<file path="src/rtl/cpu_pkg.sv">
// Shared CPU definitions: datapath widths, instruction field positions, opcode/func encodings.
// Also provides the writeback-hit helper used by the optional REGFILE_BYPASS_EN forwarding path.
package cpu_pkg;

    localparam int DATA_W = 16;
    localparam int ADDR_W = 4;
    localparam int NREGS  = 16;

    localparam int OP_MSB = 15;
    localparam int OP_LSB = 12;
    localparam int F1_MSB = 11;
    localparam int F1_LSB = 8;
    localparam int F2_MSB = 7;
    localparam int F2_LSB = 4;
    localparam int F3_MSB = 3;
    localparam int F3_LSB = 0;

    typedef enum logic [3:0] {
        OP_ADDREG = 4'd0,
        OP_SUBREG = 4'd1,
        OP_ANDREG = 4'd2,
        OP_ORREG  = 4'd3,
        OP_XORREG = 4'd4,
        OP_SHIFT  = 4'd5,
        OP_ADDIMM = 4'd6,
        OP_LDWD   = 4'd7,
        OP_STRWD  = 4'd8
    } opcode_e;

    typedef enum logic [1:0] {
        FUNC_SHL = 2'd0,
        FUNC_SHR = 2'd1,
        FUNC_SAR = 2'd2
    } func_e;

    // True when a writeback this cycle lands on a real (non-R0) register at addr.
    function automatic logic wb_hit(input logic [ADDR_W-1:0] addr,
                                    input logic              we,
                                    input logic [ADDR_W-1:0] waddr);
        return we && (waddr == addr) && (addr != '0);
    endfunction

endpackage

</file>
<file path="src/rtl/regfile_3r1w.sv">
// 16x16 register file, three combinational read ports and one write port; R0 is hard zero.
// With REGFILE_BYPASS_EN defined, each read port forwards a same-cycle writeback.
module regfile_3r1w
    import cpu_pkg::*;
(
    input  logic              clk,
    input  logic              rst,
    input  logic [ADDR_W-1:0] raddr_a,
    input  logic [ADDR_W-1:0] raddr_b,
    input  logic [ADDR_W-1:0] raddr_c,
    output logic [DATA_W-1:0] rdata_a,
    output logic [DATA_W-1:0] rdata_b,
    output logic [DATA_W-1:0] rdata_c,
    input  logic              we,
    input  logic [ADDR_W-1:0] waddr,
    input  logic [DATA_W-1:0] wdata
);

    logic [DATA_W-1:0] mem_reg [NREGS];
    logic [ADDR_W-1:0] raddr [3];
    logic [DATA_W-1:0] rdata [3];

    assign raddr[0] = raddr_a;
    assign raddr[1] = raddr_b;
    assign raddr[2] = raddr_c;
    assign rdata_a  = rdata[0];
    assign rdata_b  = rdata[1];
    assign rdata_c  = rdata[2];

    always_ff @(posedge clk or posedge rst) begin
        if (rst) begin
            for (int i = 0; i < NREGS; i++) begin
                mem_reg[i] <= '0;
            end
        end else if (we && (waddr != '0)) begin
            mem_reg[waddr] <= wdata;
        end
    end

    genvar gi;
    generate
        for (gi = 0; gi < 3; gi++) begin : g_rd
`ifdef REGFILE_BYPASS_EN
            assign rdata[gi] = (raddr[gi] == '0)              ? '0    :
                               wb_hit(raddr[gi], we, waddr)  ? wdata :
                                                               mem_reg[raddr[gi]];
`else
            assign rdata[gi] = (raddr[gi] == '0) ? '0 : mem_reg[raddr[gi]];
`endif
        end
    endgenerate

endmodule

</file>
<file path="src/rtl/id_regread_stage.sv">
// Decode/register-read stage: operand address steering, 3R1W register file and the ID/EX register.
// Optional REGFILE_BYPASS_EN adds writeback forwarding into reads and into held (stalled) operands.
module id_regread_stage
    import cpu_pkg::*;
(
    input  logic              clk,
    input  logic              rst,
    input  logic [15:0]       instr_in,
    input  logic              instr_valid,
    output logic              instr_ready,
    input  logic              ReadRegSrc1,
    input  logic              ReadRegSrc2,
    input  logic              ReadRegSrc3,
    input  logic              stall_in,
    input  logic              flush_in,
    input  logic              wb_we,
    input  logic [ADDR_W-1:0] wb_addr,
    input  logic [DATA_W-1:0] wb_data,
    output logic              ex_valid,
    output logic [3:0]        ex_opcode,
    output logic [1:0]        ex_func,
    output logic [3:0]        ex_rd,
    output logic [DATA_W-1:0] ex_a,
    output logic [DATA_W-1:0] ex_b,
    output logic [DATA_W-1:0] ex_c
);

    logic [ADDR_W-1:0] f1, f2, f3;
    logic [ADDR_W-1:0] addr_a, addr_b, addr_c;
    logic [DATA_W-1:0] rd_a, rd_b, rd_c;

    logic              ex_valid_reg;
    logic [3:0]        ex_opcode_reg;
    logic [1:0]        ex_func_reg;
    logic [3:0]        ex_rd_reg;
    logic [DATA_W-1:0] ex_a_reg, ex_b_reg, ex_c_reg;
`ifdef REGFILE_BYPASS_EN
    logic [ADDR_W-1:0] ex_addr_a_reg, ex_addr_b_reg, ex_addr_c_reg;
`endif

    assign f1 = instr_in[F1_MSB:F1_LSB];
    assign f2 = instr_in[F2_MSB:F2_LSB];
    assign f3 = instr_in[F3_MSB:F3_LSB];

    // Only a clean 1 takes the alternate field; x/z fall back to the default field.
    assign addr_a = (ReadRegSrc1 === 1'b1) ? f2 : f1;
    assign addr_b = (ReadRegSrc2 === 1'b1) ? f1 : f2;
    assign addr_c = (ReadRegSrc3 === 1'b1) ? f1 : f3;

    assign instr_ready = !stall_in;

    regfile_3r1w u_regfile (
        .clk     (clk),
        .rst     (rst),
        .raddr_a (addr_a),
        .raddr_b (addr_b),
        .raddr_c (addr_c),
        .rdata_a (rd_a),
        .rdata_b (rd_b),
        .rdata_c (rd_c),
        .we      (wb_we),
        .waddr   (wb_addr),
        .wdata   (wb_data)
    );

    always_ff @(posedge clk or posedge rst) begin
        if (rst) begin
            ex_valid_reg  <= 1'b0;
            ex_opcode_reg <= '0;
            ex_func_reg   <= '0;
            ex_rd_reg     <= '0;
            ex_a_reg      <= '0;
            ex_b_reg      <= '0;
            ex_c_reg      <= '0;
`ifdef REGFILE_BYPASS_EN
            ex_addr_a_reg <= '0;
            ex_addr_b_reg <= '0;
            ex_addr_c_reg <= '0;
`endif
        end else if (flush_in) begin
            ex_valid_reg <= 1'b0;
        end else if (stall_in) begin
`ifdef REGFILE_BYPASS_EN
            // Held operands must not go stale while EX waits on a producer.
            if (ex_valid_reg) begin
                if (wb_hit(ex_addr_a_reg, wb_we, wb_addr)) ex_a_reg <= wb_data;
                if (wb_hit(ex_addr_b_reg, wb_we, wb_addr)) ex_b_reg <= wb_data;
                if (wb_hit(ex_addr_c_reg, wb_we, wb_addr)) ex_c_reg <= wb_data;
            end
`endif
        end else if (instr_valid) begin
            ex_valid_reg  <= 1'b1;
            ex_opcode_reg <= instr_in[OP_MSB:OP_LSB];
            ex_func_reg   <= instr_in[F3_LSB+1:F3_LSB];
            ex_rd_reg     <= f3;
            ex_a_reg      <= rd_a;
            ex_b_reg      <= rd_b;
            ex_c_reg      <= rd_c;
`ifdef REGFILE_BYPASS_EN
            ex_addr_a_reg <= addr_a;
            ex_addr_b_reg <= addr_b;
            ex_addr_c_reg <= addr_c;
`endif
        end else begin
            ex_valid_reg <= 1'b0;
        end
    end

    assign ex_valid  = ex_valid_reg;
    assign ex_opcode = ex_opcode_reg;
    assign ex_func   = ex_func_reg;
    assign ex_rd     = ex_rd_reg;
    assign ex_a      = ex_a_reg;
    assign ex_b      = ex_b_reg;
    assign ex_c      = ex_c_reg;

endmodule

</file>
<file path="config.mk">
export PLATFORM = sky130hd
export DESIGN_NAME = id_regread_stage
export DESIGN_NICKNAME = d
export VERILOG_FILES = /design/src/rtl/cpu_pkg.sv /design/src/rtl/regfile_3r1w.sv /design/src/rtl/id_regread_stage.sv
export SDC_FILE = /design/constraint.sdc
export NUM_CORES = 1
export LEC_CHECK = 0
export BUFFER_PORTS_ARGS = -buffer_cell sky130_fd_sc_hd__clkbuf_2
export CORE_UTILIZATION = 47
export CTS_BUF_LIST = sky130_fd_sc_hd__clkbuf_8
export CTS_CLUSTER_DIAMETER = 120
export DETAILED_ROUTE_END_ITERATION = 8
export PLACE_DENSITY_LB_ADDON = 0.2
export SYNTH_ARGS = -nofsm -noshare
export SYNTH_HDL_FRONTEND = slang
export SYNTH_SLANG_ARGS = --single-unit
export TNS_END_PERCENT = 5
</file>
<file path="constraint.sdc">
create_clock -name clk -period 9.35 [get_ports clk]
set_input_delay 1.4025 -clock clk [delete_from_list [all_inputs] [get_ports clk]]
set_output_delay 1.4025 -clock clk [all_outputs]
set_load 0.01 [all_outputs]
</file>
Word-level counts from Yosys, hierarchy flattened
Cells that the tools add are included.
{"block": "word_totals", "register_bits": 315, "latchBits": 0, "ram_bits": 0, "mem_bits_ro": 0, "input_bits": 45, "mem_count": 0}
{"block": "op_classes", "n_addsub": 0, "n_mul": 0, "div_mod_pow": 0, "magnitude_cmp": 5, "n_eq_ne": 4, "shifts": 0, "muxes": 21, "bitwise": 6, "n_reduce_logical": 8}
{"cell": "bitwise mux 256 bit", "n": 1}
{"cell": "binary-select mux 16 bit (select 4 bit)", "n": 3}
{"cell": "two-way mux 16 bit", "n": 10}
{"cell": "demux 16 bit (select 4 bit)", "n": 1}
{"cell": ">= comparator 5 bit (second input constant)", "n": 4}
{"cell": "NOT 4 -> 5 bit", "n": 4}
{"cell": "logical NOT 4 bit", "n": 3}
{"cell": "two-way mux 4 bit", "n": 3}
{"cell": "< comparator 5 x 1 -> 1 bit (second input constant)", "n": 1}
{"cell": "nonzero test 4 bit", "n": 1}
{"cell": "=== test 1 bit (second input constant)", "n": 3}
{"cell": "two-way mux 1 bit", "n": 3}
{"cell": "AND reduction 3 bit", "n": 1}
{"cell": "logical AND 1 bit", "n": 2}
{"cell": "inequality test 2 x 1 -> 1 bit (second input constant)", "n": 1}
{"cell": "NOT 1 bit", "n": 2}
{"cell": "logical NOT 1 bit", "n": 1}

Longest topological paths before layout
{"block": "logic_depth", "depth_word": 7, "ltp_mapped": 9, "ltp_nobuf": 6}

Cells and area by module
A second synthesis with hierarchy kept.
{"block": "hier_totals", "cells_unflattened": 1206, "area_unflattened_um2": 17689.5}
{"module": "regfile_3r1w", "instances": 1, "cells_each": 1068, "area_per_inst_um2": 15391.0, "seq_area_each_um2": 6055.8}
{"module": "id_regread_stage", "instances": 1, "cells_each": 138, "area_per_inst_um2": 2298.5, "seq_area_each_um2": 1426.4}

Least setup slack after synthesis
Ideal clock, no wire load.
{"block": "synth_path", "kind": "input -> register", "start": "input ReadRegSrc3", "end": "register ex_c_reg[2] (netlist: ex_c[2])", "setup_time_ps": 122, "arrival_ps": 3250, "t_required_ps": 9228, "path_slack_ps": 5978, "stages": 7, "cell_sequence": "buf_4 -> mux2i_4 -> buf_4 -> mux4_2 -> a22oi_1 -> nand2_1 -> a32o_1"}
{"block": "synth_between", "elab_chain_len": 7, "word_cells_on_any_way": 8}
{"item": "start: declaration", "line_no": "id_regread_stage.sv:13", "text": "input logic ReadRegSrc3,"}
{"item": "=== test 1 bit *", "line_no": "id_regread_stage.sv:48", "text": "assign addr_c = (ReadRegSrc3 === 1'b1) ? f1 : f3;"}
{"item": "two-way mux 4 bit *", "line_no": "id_regread_stage.sv:48"}
{"item": "NOT 4 -> 5 bit (implied by the code)", "line_no": "regfile_3r1w.sv:48", "text": "assign rdata[gi] = (raddr[gi] == '0) ? '0 : mem_reg[raddr[gi]];"}
{"item": "binary-select mux 16 bit (select 4 bit)", "line_no": "regfile_3r1w.sv:48"}
{"item": "two-way mux 16 bit (implied by the code) (2 in series)", "line_no": "regfile_3r1w.sv:48"}
{"item": "two-way mux 16 bit *", "line_no": "regfile_3r1w.sv:48"}
{"item": "end signal: assignment", "line_no": "id_regread_stage.sv:98", "text": "ex_c_reg <= rd_c;"}
{"item": "end: declaration", "line_no": "id_regread_stage.sv:36", "text": "logic [DATA_W-1:0] ex_a_reg, ex_b_reg, ex_c_reg;"}
Mark *: on every way between the ends. The rest lies on a longest branch, timed or not. The select of a mux whose other input is x is not followed.
A chain may end at the register's enable or synchronous reset.

Worst setup path in the final report
{"block": "layout_path", "start": "input instr_in[8]", "end": "register ex_a_reg[8] (netlist: ex_a[8])"}
{"block": "layout_between", "elab_chain_len": 6, "word_cells_on_any_way": 7}
{"item": "start: declaration", "line_no": "id_regread_stage.sv:8", "text": "input logic [15:0] instr_in,"}
{"item": "two-way mux 4 bit *", "line_no": "id_regread_stage.sv:46", "text": "assign addr_a = (ReadRegSrc1 === 1'b1) ? f2 : f1;"}
{"item": "NOT 4 -> 5 bit (implied by the code)", "line_no": "regfile_3r1w.sv:48"}
{"item": "binary-select mux 16 bit (select 4 bit)", "line_no": "regfile_3r1w.sv:48"}
{"item": "two-way mux 16 bit (implied by the code) (2 in series)", "line_no": "regfile_3r1w.sv:48"}
{"item": "two-way mux 16 bit *", "line_no": "regfile_3r1w.sv:48"}
{"item": "end signal: assignment", "line_no": "id_regread_stage.sv:96", "text": "ex_a_reg <= rd_a;"}
{"item": "end: declaration", "line_no": "id_regread_stage.sv:36"}
Marked as above.

==> results.toml <==
[outcome]
outcome = "complete, no violations"

[critical_path]
worst-r2r-setup-slack_ns = 7.32
start_kind = "input port"
required_ns = 9.95
slowest_delay_ns = 0.89
arrival_ns = 5.10
r2r_start = "u_regfile.mem_reg[72]"
path_cells = "clkbuf_2 -> buf_4 -> mux2_2 -> buf_4 -> nor3_1 -> nor2_1 -> o221ai_1 -> a21oi_1"
path_class = "in2reg"
cp_slowest_cell = "nor2_1"
cp-end-kind = "flop"
cpMostUsedCell = "buf_4"
timing.rr.end = "ex_b[8]"
reg2reg_depth = 3
crit_fanout = 37

[placement]
portBuffers = 104
pre_cts_ws_ns = 4.27
hpwlAfterDp_mm = 49.2
gp_congestion = 0.961
dpl_cell_area_mm2 = 0.0201

[pwr]
p_total_w = 0.00445
clkPwrFrac_pct = 28.6
leakagePower_nw = 9.07
cellPowerDensity_mw_per_mm2 = 211
internal_power_w = 0.00286
power_frac_comb_pct = 25.5
p_switching_w = 0.00160
p_sw_share_pct = 35.9
vdd_drop_max_v = 0.000123
seqPwrFrac_pct = 45.9

[logic_synthesis]
synthTopCellsByCount = "455 x nand2_1, 313 x dfrtp_1, 249 x mux2_2"
postSynthCellCount = 1997
yosysMostFrequentCell = "nand2_1"
yosysSeqAreaShare_pct = 40.8
syn-num-nets = 2042
syn_avg_cell_area_um2 = 9.62
ys_types = 68
synth_edf_count = 0
synth-main-ff-cell = "dfrtp_1"
synth.area.top_cells = "dfrtp_1 41%, mux2_2 15%, nand2_1 8.9%"
synth_area_leader_cell = "dfrtp_1"
synthArstFlopShare_pct = 100
netlist.area_leader.share_pct = 40.8
ys_warn_count = 0
synth_area_mm2 = 0.0192
ys_ff_latch = 313

[timing]
max_clock_freq_mhz = 222
finClkSkew_ns = 0.0212
slew_headroom_pct = 2.14
rsz0062_at_grt = "false"
hold_viol = 0
tightest_slew_ns = 1.47
final-max-slew-violation-count = 0
setup_ws_ns = 4.85
finalSetupViolations = 0
finalCriticalPeriod_ns = 4.50
fin_tns_setup_ns = 0
min_period_over_period_pct = 48.2

[worst_hold_path]
hold_start = "u_regfile.mem_reg[240]"
hp-class = "reg2reg"
hold_end = "u_regfile.mem_reg[240]"
min_path_cells = 0

[finish]
layout-drive-gt1-share_pct = 27.4
fin_area_mm2 = 0.0211
synthToLayoutAreaGrowth_pct = 10.0
largest_register_ffs = 256
nets = 2067

[routing]
dr.pass1.iters = 6
totalWireLength_mm = 76.1
drcViolationCount = 0
avgRoutedWirePerCell_um = 29.4
first_iter_violations = 2433
num_vias = 17761
ant_nets = 0
via_per_inst = 6.87

[global_routing]
grt_max_degree = 163
grt_pass1_vias = 17003
grt_pass1_wl_mm = 112
grt_use_total_pct = 36.8
grt_antenna_before_repair = 1
grt.overflow.total = 0

[floorplanning]
start_util_pct = 48.0
io_pins = 105
dieArea_mm2 = 0.0417
die_x_um = 204
core_region_area_mm2 = 0.0400
die_h_um = 204
rows = 73

[clocking]
cts_tree = "yes"
postCtsHoldBufs = 0
cts.reportedPaths.clkPinSlew_ns = 0.06
cts_sinks = 313
cts_root_buf = "clkbuf_8"
ctsResizeCount = 0
worstSkewPairLatency_ns = 0.68
cts_buffer_depth = 3
ctsHtreeMaxLevel = 2
postCtsSetupBuffers = 0
cts_buffers = 54

[job]
timing.max_cap.violations = 0
## layer usage
metal / vias up / GRT usage, % / share of wire [%]
met5: - / 0 / 0
met4: 0 / 23.3 / 7.0
met3: 296 / 9.18 / 12
met2: 1362 / 55.2 / 44
met1: 8712 / 47.4 / 37
li1: 7391 / - / -
## cells in the final DEF (no fill, tap or decap), types with 38 or more instances in the layout
cell / instances
clkbuf_8: 60
dfrtp_1: 313
a21oi_1: 159
o21ai_0: 61
buf_4: 52
nand2_1: 455
mux2i_1: 51
nor2_1: 38
mux2_2: 248
clkbuf_2: 103
mux4_2: 45
## worst max path at each step
stage                      from  endpoint  slack [ns]  depth (start not counted)
floorplan                   rst   ex_a[0]        3.78                          1
global placement    instr_in[8]   ex_a[8]        4.34                          8
detailed placement  instr_in[8]   ex_a[8]        4.27                          8
CTS                 instr_in[8]   ex_a[8]        5.00                          8
global route        instr_in[8]   ex_a[4]        4.85                          8
finish              instr_in[8]   ex_a[8]        4.85                          8
## stage by stage
stage / utilization (%) / hold slack, ns / cells
2_1_floorplan: - / 0.470 / 1997
3_3_place_gp: 50.2 / 0.437 / 2491
3_5_place_dp: 50.2 / 0.434 / 2491
4_1_cts: 52.8 / 0.449 / 2585
5_1_grt: 52.8 / 0.477 / 2586
6_report: 52.8 / 0.454 / 2587
## cell families after synthesis
family / share of synthesized area (%)
flops: 40.8
mux: 23.5
compound gates: 17.4
simple gates: 13.8
buf+inv: 4.53
## final cells by class
cell class	instances	area, um^2
timing repair buffer	157	931
fill	3555	18900
clock buffer	60	826
antenna	2	5.00
sequential	313	7830
tap	525	657
inverter	11	45.0
clock inverter	34	230
multi-input combinational	1485	10600
## worst max-delay path: cells and delay by family
kind,cells,cell delay (ns)
mux,1,0.82
simple gates,2,1.01
compound gates,2,0.75
buf+inv,3,1.06
## power groups by stage
stage | logic [W] | clock network [W] | registers (W)
after floorplan | 0.000803 | 0 | 0.00190
after global placement | 0.00109 | 0 | 0.00204
after detailed placement | 0.00111 | 0 | 0.00204
after CTS | 0.00112 | 0.00129 | 0.00202
after global routing | 0.00122 | 0.00135 | 0.00206
final | 0.00114 | 0.00127 | 0.00205
Note: power is estimated with default switching activity, not from simulation.
